File: config.mk
export PLATFORM = sky130hd
export DESIGN_NAME = stopwatch_counter
export DESIGN_NICKNAME = d
export VERILOG_FILES = /design/src/rtl/stopwatch_counter.sv
export SDC_FILE = /design/constraint.sdc
export NUM_CORES = 1
export LEC_CHECK = 0
export CAP_MARGIN = 30
export CORE_ASPECT_RATIO = 1.25
export CORE_MARGIN = 1
export CORE_UTILIZATION = 47
export DETAILED_ROUTE_END_ITERATION = 10
export GPL_TIMING_DRIVEN = 0
export PLACE_DENSITY = 0.73
export SETUP_SLACK_MARGIN = 0.4
export SLEW_MARGIN = 20
export SYNTH_ARGS = -nofsm -noshare
export SYNTH_HDL_FRONTEND = slang
export SYNTH_SLANG_ARGS = --single-unit
File: constraint.sdc
create_clock -name clk -period 4.53 [get_ports clk]
set_input_delay 1.1325 -clock clk [delete_from_list [all_inputs] [get_ports clk]]
set_output_delay 1.1325 -clock clk [all_outputs]
set_load 0.02 [all_outputs]
File: src/rtl/stopwatch_counter.sv
// rtl/stopwatch_counter.sv - run/pause/clear elapsed-seconds core with prescaler and saturation
// Optional lap-hold display snapshot is enabled by defining STOPWATCH_LAP_EN.
module stopwatch_counter #(
  parameter int CLK_HZ      = 50_000_000,
  parameter int MAX_SECONDS = 5999
) (
  input  logic        clk,
  input  logic        reset,
  input  logic        start_stop_i,
  input  logic        clear_i,
  input  logic        lap_i,
  output logic [12:0] seconds_o,
  output logic        running_o,
  output logic        done_o,
  output logic        tick_o
);

  localparam int              PW      = (CLK_HZ > 1) ? $clog2(CLK_HZ) : 1;
  localparam logic [PW-1:0]   PRE_TC  = PW'(CLK_HZ - 1);
  localparam logic [12:0]     MAX_CNT = 13'(MAX_SECONDS);

  typedef enum logic [1:0] {IDLE, RUNNING, PAUSED, DONE} state_t;

  state_t        state_q, state_d;
  logic [PW-1:0] pre_q, pre_d;
  logic [12:0]   count_q, count_d;
  logic          ss_q, ss_rise;
  logic          tick, tick_q;

  always_ff @(posedge clk) begin
    if (reset) begin
      state_q <= IDLE;
      pre_q   <= '0;
      count_q <= '0;
      ss_q    <= 1'b0;
      tick_q  <= 1'b0;
    end else begin
      state_q <= state_d;
      pre_q   <= pre_d;
      count_q <= count_d;
      ss_q    <= start_stop_i;
      tick_q  <= tick & ~clear_i;
    end
  end

  always_comb begin
    ss_rise = start_stop_i & ~ss_q;
    tick    = (state_q == RUNNING) && (pre_q == PRE_TC);
    state_d = state_q;
    pre_d   = pre_q;
    count_d = count_q;
    if (clear_i) begin
      state_d = IDLE;
      pre_d   = '0;
      count_d = '0;
    end else begin
      if (state_q == RUNNING) begin
        pre_d = tick ? '0 : pre_q + PW'(1);
        // >= also catches a count left at max by a pause on the saturating tick
        if (tick) begin
          if (count_q >= MAX_CNT - 13'd1) begin
            count_d = MAX_CNT;
            state_d = DONE;
          end else begin
            count_d = count_q + 13'd1;
          end
        end
      end
      if (ss_rise) begin
        case (state_q)
          IDLE:    state_d = RUNNING;
          RUNNING: state_d = PAUSED;
          PAUSED:  state_d = RUNNING;
          default: ;
        endcase
      end
    end
  end

  assign running_o = (state_q == RUNNING);
  assign done_o    = (state_q == DONE);
  assign tick_o    = tick_q;

`ifdef STOPWATCH_LAP_EN
  logic        lap_q, lap_rise, hold_q;
  logic [12:0] snap_q;

  assign lap_rise = lap_i & ~lap_q;

  always_ff @(posedge clk) begin
    if (reset) begin
      lap_q  <= 1'b0;
      hold_q <= 1'b0;
      snap_q <= '0;
    end else begin
      lap_q <= lap_i;
      if (clear_i) begin
        hold_q <= 1'b0;
        snap_q <= '0;
      end else if (lap_rise && (state_q == RUNNING || state_q == PAUSED)) begin
        hold_q <= ~hold_q;
        if (!hold_q) snap_q <= count_q;
      end
    end
  end

  assign seconds_o = hold_q ? snap_q : count_q;
`else
  logic unused_lap;
  assign unused_lap = lap_i;
  assign seconds_o  = count_q;
`endif

endmodule

==> flow_metrics.tcl <==
set metrics [dict create \
    synth_compound_area_share_pct 11.3 \
    postCtsSetupRepairBufs 0 \
    grt_max_degree 16 \
    layout-drive-gt1-share_pct 4.59 \
    yosys_most_used_dff "dfxtp_1" \
    synthSimpleGateAreaFrac_pct 32.9 \
    synth_top_cell_area_share_pct 41.2 \
    syn_area_per_cell_sq_um 8.17 \
    die_height_microns 76.6 \
    timing.slew.headroom_pct 41.4 \
    seqPwrFrac_pct 58.2 \
    synthToLayoutAreaGrowth_pct 17.2 \
    fill_cells 429 \
    critPathKind "flip-flop to primary output" \
    cts_resized 0 \
    clk_path_buf_depth 2 \
    h-tree-depth 2 \
    track_usage_pct 21.6 \
    viasPerCell 5.50 \
    fmax_mhz 367 \
    ys_ff_latch 43 \
    clk_pin_slew_worst_paths_ps 90 \
    p_sw_uw 157 \
    initial_core_util_pct 50.2 \
    grt_pass1_vias 1686 \
    cts-root-buf "clkbuf_8" \
    post-route-period-util_pct 60.2 \
    cellLeakagePower_uw 0.000784 \
    remaining_drc_errors 0 \
    critical_path.max_fanout 5 \
    rows 26 \
    synth_cell_types 38 \
    synth_nets 264 \
    swShare_pct 24.0 \
    synth-edff-count 0 \
    critical-path-top-delay-family "buffers and inverters" \
    pin_count 21 \
    ys_seq_area_share_pct 41.2 \
    crit_slowest_cell "clkdlybuf4s50_1" \
    antenna_found_initial 0 \
    final_common_cell "dfxtp_1" \
    irDropWorstVdd_mv 0.157 \
    die_area_sq_um 4720 \
    p_per_area_nw_per_um2 267 \
    status "finished, final reports clean" \
    dp_hpwl_mm 3.33 \
    gr-total-overflow 0 \
    arrival_ps 1600 \
    async_flop_share_pct 0 \
    gr-usage-met2_pct 35.9 \
    tightest_slew_ps 872 \
    setup_violations 0 \
    hold-worst-slack_ps 476 \
    clkLatencyLatePin_ps 300 \
    antenna_cells 0 \
    internal-power_uw 496 \
    power_uw 653 \
    synth_xor_area_share_pct 9.63 \
    finalCriticalPeriod_ps 2730 \
    synth_top_family_by_area "simple AND/OR/NAND/NOR gates" \
    vias 1865 \
    hold_class "flip-flop to flip-flop" \
    clock-sinks 43 \
    rsz0062_at_grt "no" \
    grtUsageMet3_pct 5.09 \
    die_w_microns 61.7 \
    cap_viol_max_count 0 \
    top_usage_layer "met2" \
    finalHoldViolCount 0 \
    crit_required_ps 3400 \
    fin_worst_skew_ps 4.61 \
    portBuffers 19 \
    cts_hold_buf 0 \
    synthAdderAreaFrac_pct 1.80 \
    crit_path_start_kind "flip-flop" \
    gp_congestion 0.904 \
    finalSetupTns_ps 0 \
    grt_pass1_wl_mm 7.69 \
    end_kind "primary output" \
    drt-pass1-iter-count 4 \
    cts_tree "done" \
    synthTopCellsByArea "dfxtp_1, xor2_1, nor2_1" \
    combPwrFrac_pct 2.8 \
    gr-usage-met1_pct 26.7 \
    synth_area_sq_um 2090 \
    drt_iter0_drc 95 \
    synth_top_area_cell "dfxtp_1" \
    muxShareOfSynthArea_pct 0 \
    ant_nets 0 \
    core_area_sq_um 4160 \
    fin_nets 290 \
    wl_per_cell_microns 13.8 \
    worst-path-buf-inv 2 \
    crit_path_max_incr_delay_ps 620 \
    crit_chain "nand2b_1 -> inv_1 -> clkdlybuf4s50_1" \
    finalWirelength_mm 4.67 \
    syn_inst 256 \
    mostFrequentLayoutCells "dfxtp_1, nor2_1, nand2_1" \
    power.share.clock_pct 39.0 \
    ys_warn_count 0 \
    cts_buffers 5 \
    maxSlewViolCount 0 \
]
[state kept, by name (all words and copies together), names as in the netlist, named ones only]
register	cells
state_q	1
ss_q	1
pre_q	26
tick_o	1
seconds_o	13
[area by class of cell]
type	count	area (sq um)	share of cell area, %
Buffer	10	41.3	1.69
Clock buffer	5	68.8	2.81
Clock inverter	3	23.8	0.970
Inverter	7	26.3	1.07
Multi-Input combinational cell	196	1170	47.7
Sequential cell	43	861	35.1
Tap cell	56	70.1	2.86
Timing Repair Buffer	19	190	7.76
[metal layers]
layer | vias up | share of wire (%)
met5 | - | 0
met4 | 0 | 1.1
met3 | 7 | 3.1
met2 | 32 | 50
met1 | 863 | 46
li1 | 963 | -
[worst reg2reg max path, stage by stage, from the launching register on]
cell,delay (ps)
dfxtp_1,380
ha_1,210
nand3_1,170
or3_1,360
nor4_2,760
nand4_1,180
o211a_1,170
[kinds of logic after synthesis]
kind of cell               Yosys count
xor gates and xnor gates            23
AOI/OAI and AO/OA                   36
DFF                                 43
adders and majority gates            3
buffers and inverters               17
and+or+nand+nor                    134
[worst paths after layout]
path / start / depth (start not counted) / end / slack [ps]
max: flip-flop / 3 / running_o / 1800
min: pre_q[1]$_SDFFE_PP0P_ / 2 / pre_q[1]$_SDFFE_PP0P_ / 480
max reg2reg: pre_q[0]$_SDFFE_PP0P_ / 6 / seconds_o[2]$_SDFFE_PP0P_ / 2210
min reg2reg: pre_q[1]$_SDFFE_PP0P_ / 2 / pre_q[1]$_SDFFE_PP0P_ / 480
[through the flow]
step	instances	cell area, sq um	util (%)	setup WS, ps
global route	339	2450	58.8	1710
finish	339	2450	58.8	1800
floorplan	256	2090	-	2350
detailed placement	331	2360	56.6	1780
CTS	339	2450	58.8	1790
global placement	331	2350	56.5	1760
[cells in the mapped netlist (all sizes together) (2+ instances only)]
library cell	n
nand3	17
nand2	25
or4b	2
or4	3
xnor2	4
a211oi	2
a21o	3
nand4b	2
a21oi	11
dfxtp	43
nand4	13
nor4bb	2
nor4	4
and3	6
nor3	7
buf	3
clkbuf	7
nor2	37
o31ai	2
inv	7
o21ai	6
ha	3
o21a	3
a31oi	2
and4	2
xor2	19
and2	3
o311ai	2
or3	7
[power by group through the flow]
stage / sequential (uW) / combinational, uW / clock [uW]
2_1_floorplan: 389 / 11.4 / 0
3_3_place_gp: 389 / 18.6 / 0
3_5_place_dp: 389 / 18.8 / 0
4_1_cts: 380 / 18.8 / 262
5_1_grt: 381 / 21.1 / 275
6_report: 380 / 18.6 / 255
No activity file was read; power rests on OpenSTA's default activity.
